`src/rtl/top_k_lane_dispatcher.sv`:
```
// top_k_lane_dispatcher
// Packet-level round-robin dispatcher from the parser word stream to NUM_LANES
// top-k lanes. Each whole packet is granted to the next enabled lane after the
// previous grant; a one-entry output register decouples lanes from the parser.
// Ports:
//   clk, rst            clock, synchronous active-high reset
//   enable[15:0]        lane enable mask (bits >= NUM_LANES ignored)
//   s_tdata/valid/ready input stream, s_tdata[32] = tlast
//   m_tdata             registered word shared by all lanes
//   m_tvalid/m_tready   per-lane handshake, m_tvalid one-hot or zero
//   cur_lane            lane granted to the current/last packet
//   busy, no_lane       STREAM state flag, IDLE-with-no-enabled-lane flag
//   pkt_count           completed packets (wraps)
//   last_pkt_words      word count of last completed packet (saturating)
module top_k_lane_dispatcher #(
    parameter int unsigned NUM_LANES = 16,
    parameter int unsigned CNT_W     = 32
) (
    input  logic                 clk,
    input  logic                 rst,
    input  logic [15:0]          enable,
    input  logic [32:0]          s_tdata,
    input  logic                 s_tvalid,
    output logic                 s_tready,
    output logic [32:0]          m_tdata,
    output logic [NUM_LANES-1:0] m_tvalid,
    input  logic [NUM_LANES-1:0] m_tready,
    output logic [3:0]           cur_lane,
    output logic                 busy,
    output logic                 no_lane,
    output logic [CNT_W-1:0]     pkt_count,
    output logic [15:0]          last_pkt_words
);

    localparam int unsigned MASK_W = 16;
    localparam int unsigned LANE_W = 4;
    localparam int unsigned WCNT_W = 16;
    localparam logic [MASK_W-1:0] LANE_MASK = MASK_W'((64'd1 << NUM_LANES) - 64'd1);

    typedef enum logic {IDLE, STREAM} state_t;

    state_t              state;
    state_t              state_nxt;
    logic [MASK_W-1:0]   en_m;
    logic [MASK_W-1:0]   rdy_pad;
    logic [MASK_W-1:0]   vld_pad;
    logic [LANE_W-1:0]   grant;
    logic                grant_ok;
    logic                out_valid;
    logic                s_xfer;
    logic                m_xfer;
    logic                drain_last;
    logic [WCNT_W-1:0]   word_cnt;

    assign en_m       = enable & LANE_MASK;
    assign rdy_pad    = MASK_W'(m_tready);
    assign grant_ok   = |en_m;
    assign s_xfer     = s_tvalid & s_tready;
    assign m_xfer     = out_valid & rdy_pad[cur_lane];
    assign drain_last = m_xfer & m_tdata[32];
    assign m_tvalid   = vld_pad[NUM_LANES-1:0];

    // Round-robin search: walk downward so the nearest lane after cur_lane wins;
    // k == NUM_LANES lands on cur_lane itself, making it the last choice.
    always_comb begin
        grant = cur_lane;
        for (int unsigned k = NUM_LANES; k >= 1; k--) begin
            int unsigned idx;
            idx = (32'(cur_lane) + k) % NUM_LANES;
            if (en_m[idx[3:0]]) grant = LANE_W'(idx);
        end
    end

    // State register
    always_ff @(posedge clk) begin
        if (rst) state <= IDLE;
        else     state <= state_nxt;
    end

    // Next-state logic
    always_comb begin
        state_nxt = state;
        case (state)
            IDLE:    if (s_tvalid && grant_ok) state_nxt = STREAM;
            STREAM:  if (drain_last)           state_nxt = IDLE;
            default: state_nxt = IDLE;
        endcase
    end

    // Outputs; once a tlast word sits in the register no further word is taken.
    always_comb begin
        s_tready          = 1'b0;
        no_lane           = 1'b0;
        busy              = 1'b0;
        vld_pad           = '0;
        vld_pad[cur_lane] = out_valid;
        case (state)
            IDLE:    no_lane = s_tvalid & ~grant_ok;
            STREAM: begin
                busy     = 1'b1;
                s_tready = ~out_valid | (rdy_pad[cur_lane] & ~m_tdata[32]);
            end
            default: ;
        endcase
    end

    // Grant, output register and packet statistics
    always_ff @(posedge clk) begin
        if (rst) begin
            out_valid      <= 1'b0;
            m_tdata        <= '0;
            cur_lane       <= LANE_W'(NUM_LANES - 1);
            word_cnt       <= '0;
            pkt_count      <= '0;
            last_pkt_words <= '0;
        end else begin
            if (state == IDLE && s_tvalid && grant_ok) begin
                cur_lane <= grant;
                word_cnt <= '0;
            end
            if (s_xfer) begin
                m_tdata <= s_tdata;
                if (word_cnt != {WCNT_W{1'b1}}) word_cnt <= word_cnt + WCNT_W'(1);
            end
            if (s_xfer)      out_valid <= 1'b1;
            else if (m_xfer) out_valid <= 1'b0;
            if (drain_last) begin
                pkt_count      <= pkt_count + CNT_W'(1);
                last_pkt_words <= word_cnt;
            end
        end
    end

endmodule

```
`config.mk`:
```
export PLATFORM = sky130hd
export DESIGN_NAME = top_k_lane_dispatcher
export DESIGN_NICKNAME = d
export VERILOG_FILES = /design/src/rtl/top_k_lane_dispatcher.sv
export SDC_FILE = /design/constraint.sdc
export NUM_CORES = 1
export LEC_CHECK = 0
export CORE_MARGIN = 2
export CORE_UTILIZATION = 36
export DETAILED_ROUTE_END_ITERATION = 8
export HOLD_SLACK_MARGIN = 0.02
export PLACE_DENSITY = 0.72
export REMOVE_ABC_BUFFERS = 1
export SYNTH_ARGS = -nofsm -noshare
export SYNTH_HDL_FRONTEND = slang
export SYNTH_SLANG_ARGS = --single-unit
```
`constraint.sdc`:
```
create_clock -name clk -period 10.3 [get_ports clk]
set_input_delay 1.03 -clock clk [delete_from_list [all_inputs] [get_ports clk]]
set_output_delay 1.03 -clock clk [all_outputs]
set_load 0.05 [all_outputs]
```
Yosys cells after proc, flatten, opt, wreduce, memory -nomap -nowiden. Index checks and enable logic that the tools add are counted. Widths: inputs -> output; s select.

Bits in registers: 103. Bits of input ports: 68. Logic and storage cells: 126.

$add $sub $neg: 18. Magnitude comparators: 18. Eq/ne operators: 1. Mux-type cells: 63. Bitwise logic cells: 11. Reductions and logical operators: 8.

Operators with widths (number): $lt 4x5->1 const B (17); $bmux 1 s4 (17); $mux 4 (16); $mux 16 (3); $add 32x1->32 const B (1); $add 4x4->4 const B (8); $mux 1 (25); $add 16x1->16 const B (1); $add 4x3->4 const B (4); $and 16x16->16 (1); $ne 16x16->1 const B (1); $reduce_bool 16->1 (1); $reduce_or 16->1 (1); $add 4x1->4 const B (2); $add 4x2->4 const B (2); $and 1x1->1 (5); $demux 1 s4 (1); $ge 4x1->1 const B (1); $logic_and 1x1->1 (4); $not 1->1 (4); $pmux 1 s2 (1); $reduce_and 2->1 (1); $reduce_bool 2->1 (1); $or 1x1->1 (1).

Longest topological paths before layout. Gate-level depths: netlist of the first run.

Word-level depth: 19. Mapped depth: 14. Gate-level depth less buffers: 10.

Worst setup path before layout of the first run. OpenSTA, ideal clock, no wires.

Path type: register to register. From: reg cur_lane[1]. To: reg cur_lane[0]. Arrival: 3.852 ns. Setup slack: 6.304 ns. Cell stages (with the launch flop): 14. Buffers on the path: 4. Clock period less this slack: 3.996 ns. Path through: dfxtp_1 > clkbuf_1 > buf_2 > inv_1 > ha_1 > buf_4 > mux2_1 > mux4_2 > mux2_2 > buf_2 > nor4b_1 > o31ai_1 > a311oi_1 > a41oi_1.

Longest elaborated chain between the ends: 18. Elaborated cells between the ends (all ways): 65. Those cells by class: add/sub: 16; mux: 47; reduce/logical: 2.

RTL lines: from (decl) (RTL line 28) `output logic [3:0] cur_lane,`; from (signal assigned) (RTL line 112) `cur_lane <= LANE_W'(NUM_LANES - 1);`; from (signal assigned) (RTL line 118) `cur_lane <= grant;`; $add 4x4->4 (RTL line 69) `idx = (32'(cur_lane) + k) % NUM_LANES;`; $bmux 1 s4 (RTL line 70) `if (en_m[idx[3:0]]) grant = LANE_W'(idx);`; $mux 1 (not written as such) (RTL line 70); $mux 4 (15 in a row) (RTL line 70).

Parallel ways exist; a longest one is shown, timed or not. The select of a mux whose other input is x is not followed. A chain may end at the register's enable or synchronous reset.

Worst setup path in the final report of the first run.
From: reg cur_lane[1]. To: reg cur_lane[1].

The elaborated chain is that of the path after synthesis.

==> flow_metrics.py, run 1 <==
metrics = {
    "run": {
        "max_cap_violations": 0,
    },
    "pwr": {
        "pwr-share-clk_pct": 17.1,
        "p_sw_share_pct": 45.4,
        "p_per_area_nw_per_um2": 259,
        "leakage_nw": 3.03,
        "pwr-share-seq_pct": 19.9,
        "share_comb_of_total_power_pct": 63.0,
        "ir_drop_v": 0.000139,
        "internal_power_w": 0.00122,
        "net-switching-power_w": 0.00101,
    },
    "finish": {
        "areaGrowthSynthToFinish_pct": 33.6,
        "finish.utilization_pct": 49.5,
        "drive_above_1_share_pct": 8.55,
        "diodes": 0,
        "mostFrequentLayoutCells": "clkdlybuf4s50_1 (170), nand2_1 (141), dfxtp_1 (103)",
        "fin_nets": 991,
        "stdcell_area_um2": 8620,
        "final_common_cell": "clkdlybuf4s50_1",
        "nFillCells": 1695,
        "final_cells": 1137,
    },
    "clock_network": {
        "htreeDepth": 3,
        "cts_tree": "built",
        "path_clk_slew_ns": 0.07,
        "ctsHoldBuffers": 0,
        "clock_latency_ns": 0.35,
        "cts_setup_buffers": 0,
        "clockBufferDepth": 2,
        "numCtsBuffers": 9,
        "root_buffer": "clkbuf_16",
        "ctsResizeCount": 0,
        "clock_sinks": 103,
    },
    "global_route": {
        "grt_pass1_vias": 5635,
        "overflow": 0,
        "antenna_found_initial": 0,
        "grt_max_degree": 82,
        "grt_usage_pct": 19.1,
        "grt_pass1_wl_mm": 29.1,
    },
    "sta": {
        "hold_viol": 0,
        "finClkSkew_ns": 0.0143,
        "holdWs_ns": 0.453,
        "post-route-period-util_pct": 45.8,
        "worst_pin_slew_ns": 0.855,
        "finalSetupTns_ns": 0,
        "fmax_mhz": 212,
        "grt_setup_unrepaired": "no",
        "setup_violations": 0,
        "slew_violations": 0,
        "post-route-min-period_ns": 4.71,
        "relSlewSlack_pct": 42.9,
    },
    "floorplanning": {
        "num_rows": 48,
        "die_area_um2": 19000,
        "dieHeight_um": 138,
        "die_x_um": 138,
        "io_pins": 172,
        "start_util_pct": 37.0,
        "core_area_um2": 17400,
    },
    "yosys": {
        "async_reset_ff_share_pct": 0,
        "synth_ff_type": "dfxtp_1",
        "synth.cell_area_um2": 6450,
        "ys_warn_count": 0,
        "synth-edff-count": 0,
        "synth_cell_types": 73,
        "synth_seq_cells": 103,
        "seq_area_frac_synth_pct": 32.0,
        "avgSynthCellArea_um2": 8.46,
        "syn_inst": 763,
    },
    "setup_path": {
        "required_ns": 10.57,
        "criticalPathCategory": "flop to flop",
        "arrival_ns": 4.98,
        "crit_fanout": 21,
        "crit_path_start_kind": "flop",
        "endpoint_kind": "flop",
    },
    "placement": {
        "gp_congestion": 0.949,
        "io_buffers": 171,
        "dpl_cell_area_um2": 8280,
        "dp.cells": 1121,
        "dp_hpwl_mm": 13.6,
    },
    "min_path": {
        "hold_path.class": "flop to flop",
    },
    "route": {
        "viasPerCell": 5.45,
        "firstDrtPassIters": 5,
        "num_vias": 6197,
        "postRouteAntennaNets": 0,
        "wl_per_cell_um": 16.2,
        "drt_iter0_drc": 458,
        "wirelength_mm": 18.4,
        "drc": 0,
    },
    "outcome": {
        "status": "complete, no violations",
    },
}
## sequential cells by signal, indices dropped and copies added, names as in the netlist
name	count
cur_lane	4
last_pkt_words	16
m_tdata	33
out_valid	1
pkt_count	32
state	1
word_cnt	16
## kinds of logic (layout without fill, tap and decap cells)
kind of cell,Yosys count,after routing,share of synthesized area [%]
DFF,103,103,32.0
AOI/OAI and AO/OA,147,147,13.8
muxes,76,76,17.7
buffers and inverters,58,207,4.07
xor gates and xnor gates,37,37,5.26
and+or+nand+nor,326,326,24.1
adders and majority gates,16,16,3.10
## routing by layer
layer / GRT usage [%] / share of wire [%] / vias up
met5: 0 / 0 / -
met4: 6.18 / 2.2 / 0
met3: 3.69 / 7.1 / 34
met2: 30.9 / 47 / 239
met1: 25.7 / 44 / 2900
li1: - / - / 3024
## power by group through the flow
stage | Combinational (W) | Sequential [W] | Clock [W]
3_5_place_dp | 0.00138 | 0.000452 | 0
5_1_grt | 0.00152 | 0.000446 | 0.000407
2_1_floorplan | 0.000983 | 0.000517 | 0
6_report | 0.00141 | 0.000443 | 0.000382
4_1_cts | 0.00138 | 0.000444 | 0.000390
3_3_place_gp | 0.00138 | 0.000452 | 0
## synth_stat cells (all sizes together) (5+ instances only)
cell type | number | area, um^2
nand2 | 141 | 529
dfxtp | 103 | 2060
a21oi | 81 | 405
nor2 | 62 | 235
clkbuf | 31 | 116
mux4 | 27 | 616
mux2 | 26 | 297
and3 | 25 | 156
mux2i | 23 | 230
xor2 | 22 | 208
o21ai | 21 | 105
nand3 | 19 | 95.1
ha | 16 | 200
xnor2 | 15 | 131
buf | 13 | 93.8
inv | 13 | 48.8
nor4 | 12 | 103
nand4 | 11 | 68.8
nor3 | 11 | 55.1
nor3b | 8 | 60.1
and2 | 7 | 43.8
nand2b | 6 | 37.5
nor2b | 6 | 37.5
or3 | 6 | 37.5
a311oi | 5 | 43.8
o211ai | 5 | 42.5
## area by class of cell
type / count / area [um^2] / area share (%)
tap: 225 / 282 / 3.27
multi-input combinational: 602 / 4130 / 47.9
clock inverter: 5 / 87.6 / 1.02
sequential: 103 / 2060 / 23.9
clock buffer: 11 / 253 / 2.93
timing repair buffer: 177 / 1750 / 20.4
inverter: 14 / 52.6 / 0.610
## worst max-delay path: stages, from the launching register on
cell and delay, ns:
dfxtp_1 0.88, inv_1 0.37, ha_1 0.94, mux4_2 0.66, mux2i_1 0.33, mux2i_1 0.32, nor4_2 0.46, a41oi_2 0.25
o211ai_2 0.15, nor2_2 0.05, a32oi_1 0.22
## metrics by stage
step,power [W],setup WS (ns)
after floorplan,0.00150,5.63
final,0.00223,5.59
after global routing,0.00238,5.23
after detailed placement,0.00183,5.66
after CTS,0.00222,5.58
after global placement,0.00183,5.73
## final timing paths
check / slack [ns] / end / from / cells after the start
setup / recovery: 5.59 / cur_lane[1] / cur_lane[1] / 10
hold / removal: 0.45 / last_pkt_words[10] / last_pkt_words[10] / 2
setup reg to reg: 5.59 / cur_lane[1] / cur_lane[1] / 10
hold reg to reg: 0.45 / last_pkt_words[10] / last_pkt_words[10] / 2
No activity file was read; power rests on OpenSTA's default activity.
==> inputs of run 2 (changes only) <==
Settings changed: PLACE_DENSITY 0.72 to 0.75.
Clock period 10.3 ns to 3.8 ns, I/O delays scaled along.
==> run 2 against run 1 <==
  * Non-clock buffer count up 12
  * Critical endpoint is now cur_lane[0]
  * Largest power group unchanged
  * Worst hold slack better by 0.00099 ns
  * Wire length up 1.5%
  * Global-route usage down 0.13 points
==> flow_metrics.py, run 2 (same netlist as run 1, synthesis figures left out) <==
metrics = {
    "sta": {
        "setup_violations": 0,
        "fmax_mhz": 283,
        "hold_viol": 0,
        "post-route-min-period_ns": 3.54,
        "grt_setup_unrepaired": "no",
        "worst_pin_slew_ns": 0.855,
        "relSlewSlack_pct": 43.0,
        "finClkSkew_ns": 0.00919,
        "post-route-period-util_pct": 93.0,
        "slew_violations": 0,
    },
    "finish": {
        "mostFrequentLayoutCells": "clkdlybuf4s50_1 (169), nand2_1 (141), dfxtp_1 (103)",
        "final_common_cell": "clkdlybuf4s50_1",
        "diodes": 0,
        "largestRegisters": "m_tdata: 33 flops, pkt_count: 32 flops",
        "fin_nets": 1003,
        "final-seq-area_um2": 2060,
        "finish.utilization_pct": 50.1,
        "multi_input_area_um2": 4130,
        "largest_reg_flops": 33,
        "nFillCells": 1643,
        "top_register": "m_tdata",
        "stdcell_area_um2": 8730,
        "areaGrowthSynthToFinish_pct": 35.3,
        "drive_above_1_share_pct": 9.85,
    },
    "global_route": {
        "overflow": 0,
        "grt_max_degree": 82,
        "grt_usage_pct": 19.0,
        "grt_pass1_vias": 5725,
        "grt_pass1_wl_mm": 28.7,
        "antenna_found_initial": 0,
    },
    "clock_network": {
        "clock_latency_ns": 0.35,
        "numCtsBuffers": 9,
        "cts_setup_buffers": 0,
        "path_clk_slew_ns": 0.07,
        "ctsHoldBuffers": 0,
        "ctsResizeCount": 0,
        "cts_tree": "built",
        "clockBufferDepth": 2,
        "htreeDepth": 3,
        "clock_sinks": 103,
        "root_buffer": "clkbuf_16",
    },
    "route": {
        "firstDrtPassIters": 5,
        "viasPerCell": 5.46,
        "num_vias": 6273,
        "drc": 0,
        "wirelength_mm": 18.7,
        "wl_per_cell_um": 16.3,
        "postRouteAntennaNets": 0,
        "drt_iter0_drc": 357,
    },
    "setup_path": {
        "rrSetupSlack_ns": 0.26,
        "cp_common_cell": "mux2i_1",
        "endpoint_kind": "flop",
        "cpMaxStageDelayCell": "mux4_2",
        "required_ns": 4.01,
        "r2r_start": "cur_lane[0]",
        "crit_chain": "inv_2, ha_1, buf_12, mux4_2, mux2i_1, mux2i_1, nor4_2, a41oi_2, a311oi_1, a41oi_1",
        "rr_endpoint": "cur_lane[0]",
        "crit_fanout": 16,
        "criticalPathCategory": "flop to flop",
        "rr_worst_depth": 10,
        "slowest_delay_ns": 0.57,
        "arrival_ns": 3.74,
        "crit_path_start_kind": "flop",
    },
    "pwr": {
        "p_sw_share_pct": 45.9,
        "pwr-share-clk_pct": 16.5,
        "pwr-share-seq_pct": 18.5,
        "leakage_nw": 3.10,
        "fin_total_pwr_w": 0.00628,
        "net-switching-power_w": 0.00288,
        "internal_power_w": 0.00340,
        "share_comb_of_total_power_pct": 65.0,
        "p_per_area_nw_per_um2": 719,
        "ir_drop_v": 0.000432,
    },
    "floorplanning": {
        "die_x_um": 138,
        "io_pins": 172,
        "core_area_um2": 17400,
        "die_area_um2": 19000,
        "dieHeight_um": 138,
        "start_util_pct": 37.0,
        "num_rows": 48,
    },
    "outcome": {
        "status": "complete, no violations",
    },
    "placement": {
        "io_buffers": 171,
        "dp_hpwl_mm": 13.9,
        "dpl_cell_area_um2": 8390,
        "gp_congestion": 0.981,
    },
    "min_path": {
        "min_from": "m_tdata[23]",
        "hold_depth": 2,
        "hold_path.class": "flop to flop",
        "min_to": "m_tdata[23]",
    },
    "run": {
        "max_cap_violations": 0,
    },
}
[run 2: layer usage]
layer	global-route usage [%]	wire length [um]	part of all wire [%]
met1	24.7	8050	43
met2	31.9	9010	48
met3	3.87	1320	7.1
met4	5.44	327	1.7
met5	0	0	0
[run 2: stage by stage]
stage	hold slack, ns	setup TNS (ns)	std cells	worst slack, ns
2_1_floorplan	0.449	-22.49	719	-0.873
3_3_place_gp	0.441	0	1133	0.478
3_5_place_dp	0.446	0	1133	0.401
4_1_cts	0.456	0	1149	0.365
5_1_grt	0.472	0	1149	0.142
6_report	0.454	0	1149	0.265
[run 2: area by class of cell]
class / count / share of cell area (%)
Clock buffer: 9 / 2.58
Clock inverter: 7 / 1.30
Inverter: 14 / 0.602
Multi-Input combinational cell: 602 / 47.3
Sequential cell: 103 / 23.6
Tap cell: 225 / 3.22
Timing Repair Buffer: 189 / 21.4
[run 2: worst max path at each step]
| stage | startpoint | to | slack [ns] | cells after the start |
|---|---|---|---|---|
| after detailed placement | cur_lane[0] | cur_lane[0] | 0.40 | 10 |
| after global placement | cur_lane[0] | cur_lane[0] | 0.48 | 11 |
| after global routing | cur_lane[0] | cur_lane[0] | 0.14 | 10 |
| after CTS | cur_lane[0] | cur_lane[0] | 0.37 | 10 |
| final | cur_lane[0] | cur_lane[0] | 0.26 | 10 |
| after floorplan | cur_lane[0] | cur_lane[0] | -0.87 | 8 |
[run 2: critical path, delay by kind of cell, from the launching register on]
kind / cells / cell delay [ns]
adders and majority gates: 1 / 0.43
muxes: 3 / 1.21
buffers and inverters: 2 / 0.25
AOI/OAI and AO/OA: 3 / 0.62
and+or+nand+nor: 1 / 0.52
DFF: 1 / 0.36
[run 2: power by group through the flow]
stage | clock, W | sequential, W | combinational, W
after floorplan | 0 | 0.00140 | 0.00266
after global placement | 0 | 0.00118 | 0.00397
after detailed placement | 0 | 0.00118 | 0.00399
after CTS | 0.00106 | 0.00116 | 0.00400
after global routing | 0.00110 | 0.00117 | 0.00434
final | 0.00103 | 0.00116 | 0.00408
==> inputs of run 3 (changes only) <==
Settings changed: SETUP_SLACK_MARGIN set to 0.02, SKIP_CTS_REPAIR_TIMING set to 1.
Clock period 3.8 ns to 3.25 ns, I/O delays scaled along.
==> run 3 against run 2 <==
  * Worst hold slack worse by 0.080 ns
  * Power up 26%
  * Via count up 1.2%
  * Clock power up 7%
  * Sequential cell count unchanged
  * Highest routed layer unchanged
  * Final cell count up 1.9%
  * Cell area up 3.0%
  * Sequential power up 16%
  * First-iteration DRC count up 19%
  * Wire length up 3.0%
  * Sequential share of layout area down 0.68 points
  * Worst setup slack worse by 0.11 ns
==> flow_metrics.py, run 3 (same netlist as run 1, synthesis figures left out) <==
metrics = {
    "outcome": {
        "status": "complete, no violations",
    },
    "sta": {
        "relSlewSlack_pct": 51.1,
        "finalSetupTns_ns": 0,
        "worst_pin_slew_ns": 0.727,
        "setup_violations": 0,
        "finClkSkew_ns": 0.0104,
        "slew_violations": 0,
        "holdWs_ns": 0.374,
        "post-route-min-period_ns": 3.09,
        "grt_setup_unrepaired": "no",
        "fmax_mhz": 324,
        "hold_viol": 0,
        "setup_ws_ns": 0.159,
        "post-route-period-util_pct": 95.1,
    },
    "setup_path": {
        "endpoint_kind": "flop",
        "slowest_delay_ns": 0.58,
        "crit_start": "cur_lane[1]",
        "worst-path-buf-inv": 2,
        "crit_cells": 10,
        "criticalPathCategory": "flop to flop",
        "arrival_ns": 3.29,
        "r2r_start": "cur_lane[1]",
        "cpMaxStageDelayCell": "mux4_2",
        "crit_fanout": 10,
        "critical_path.top_delay_family": "multiplexers",
        "crit_path_start_kind": "flop",
        "crit_chain": "inv_1, ha_4, buf_12, mux4_2, mux4_2, nand2b_1, a211oi_1, o31ai_1, a311oi_2, a41oi_1",
        "cp_common_cell": "mux4_2",
        "rr_endpoint": "cur_lane[0]",
        "required_ns": 3.45,
        "cp-endpoint": "cur_lane[0]",
        "rrSetupSlack_ns": 0.16,
        "rr_worst_depth": 10,
    },
    "finish": {
        "nFillCells": 1613,
        "largestRegisters": "m_tdata: 33 flops, pkt_count: 32 flops",
        "final_common_cell": "clkdlybuf4s50_1",
        "mostFrequentLayoutCells": "clkdlybuf4s50_1 (152), nand2_1 (141), dfxtp_1 (103)",
        "diodes": 0,
        "areaGrowthSynthToFinish_pct": 39.3,
        "drive_above_1_share_pct": 15.0,
        "fin_nets": 1025,
        "largest_reg_flops": 33,
        "top_register": "m_tdata",
    },
    "run": {
        "max_cap_violations": 0,
    },
    "global_route": {
        "grt_pass1_wl_mm": 30.0,
        "grt_max_degree": 79,
        "grt_usage_pct": 19.8,
        "antenna_found_initial": 0,
        "grt_pass1_vias": 5934,
        "overflow": 0,
    },
    "route": {
        "wirelength_mm": 19.3,
        "drc": 0,
        "firstDrtPassIters": 5,
        "viasPerCell": 5.42,
        "num_vias": 6346,
        "drt_iter0_drc": 425,
        "wl_per_cell_um": 16.5,
        "postRouteAntennaNets": 0,
    },
    "clock_network": {
        "path_clk_slew_ns": 0.07,
        "cts_tree": "built",
        "clock_latency_ns": 0.35,
        "clock_sinks": 103,
        "numCtsBuffers": 9,
        "root_buffer": "clkbuf_16",
        "htreeDepth": 3,
        "clockBufferDepth": 2,
    },
    "floorplanning": {
        "io_pins": 172,
        "die_x_um": 138,
        "dieHeight_um": 138,
        "num_rows": 48,
        "die_area_um2": 19000,
        "core_area_um2": 17400,
        "start_util_pct": 37.0,
    },
    "placement": {
        "pre_cts_ws_ns": 0.104,
        "io_buffers": 171,
        "dp_hpwl_mm": 14.5,
        "gp_congestion": 0.975,
    },
    "min_path": {
        "hold_depth": 2,
        "min_from": "rst",
        "hold_path.class": "input port to flop",
    },
    "pwr": {
        "p_per_area_nw_per_um2": 881,
        "fin_total_pwr_w": 0.00792,
        "ir_drop_v": 0.000546,
        "leakage_nw": 3.26,
    },
}
==> run 3: cell types whose count changed in the layout (fill, tap and decap cells not counted), moves of 2 or more <==
cell,delta
buf_6,+2
a21oi_1,-2
buf_12,+6
mux2i_1,-5
clkinv_2,+2
a21oi_2,+2
buf_4,+30
mux2i_2,+5
mux2_4,+2
clkdlybuf4s50_1,-17
mux2_2,-2
==> run 3: report_power, final <==
part / switching, W / internal (W) / leakage [nW]
clock: 0.000493 / 0.000606 / 0.148
sequential: 0.0000372 / 0.00131 / 0.833
combinational: 0.00304 / 0.00244 / 2.28
total: 0.00357 / 0.00435 / 3.26
==> run 3: routing by layer <==
metal  global-route usage [%]  routed length, um
met1                     24.6               8270
met4                     5.50                388
met3                     3.58               1140
met5                        0                  0
met2                     34.9               9470
==> run 3: layout make-up <==
type | instances | area (um^2) | share of cell area (%)
Timing Repair Buffer | 211 | 2090 | 23.2
Multi-Input combinational cell | 602 | 4200 | 46.8
Clock buffer | 9 | 225 | 2.51
Tap cell | 225 | 282 | 3.13
Clock inverter | 7 | 76.3 | 0.849
Inverter | 14 | 52.6 | 0.585
Sequential cell | 103 | 2060 | 22.9
==> run 3: metrics by stage <==
step / instance area (um^2) / utilization [%] / cells
global route: 8990 / 51.6 / 1171
global placement: 8570 / 49.2 / 1153
floorplan: 6240 / - / 719
finish: 8990 / 51.6 / 1171
detailed placement: 8570 / 49.2 / 1153
CTS: 8870 / 51.0 / 1169
==> run 3: worst register-to-register path: stages (launching register included) <==
cell	delay, ns
dfxtp_1	0.35
inv_1	0.08
ha_4	0.31
buf_12	0.14
mux4_2	0.59
mux4_2	0.56
nand2b_1	0.20
a211oi_1	0.26
o31ai_1	0.14
a311oi_2	0.26
a41oi_1	0.07
==> run 3: how the worst min path moves through the flow <==
stage,end
floorplan,last_pkt_words[0]
global placement,m_tdata[22]
detailed placement,m_tdata[14]
CTS,word_cnt[7]
global route,word_cnt[7]
finish,word_cnt[7]
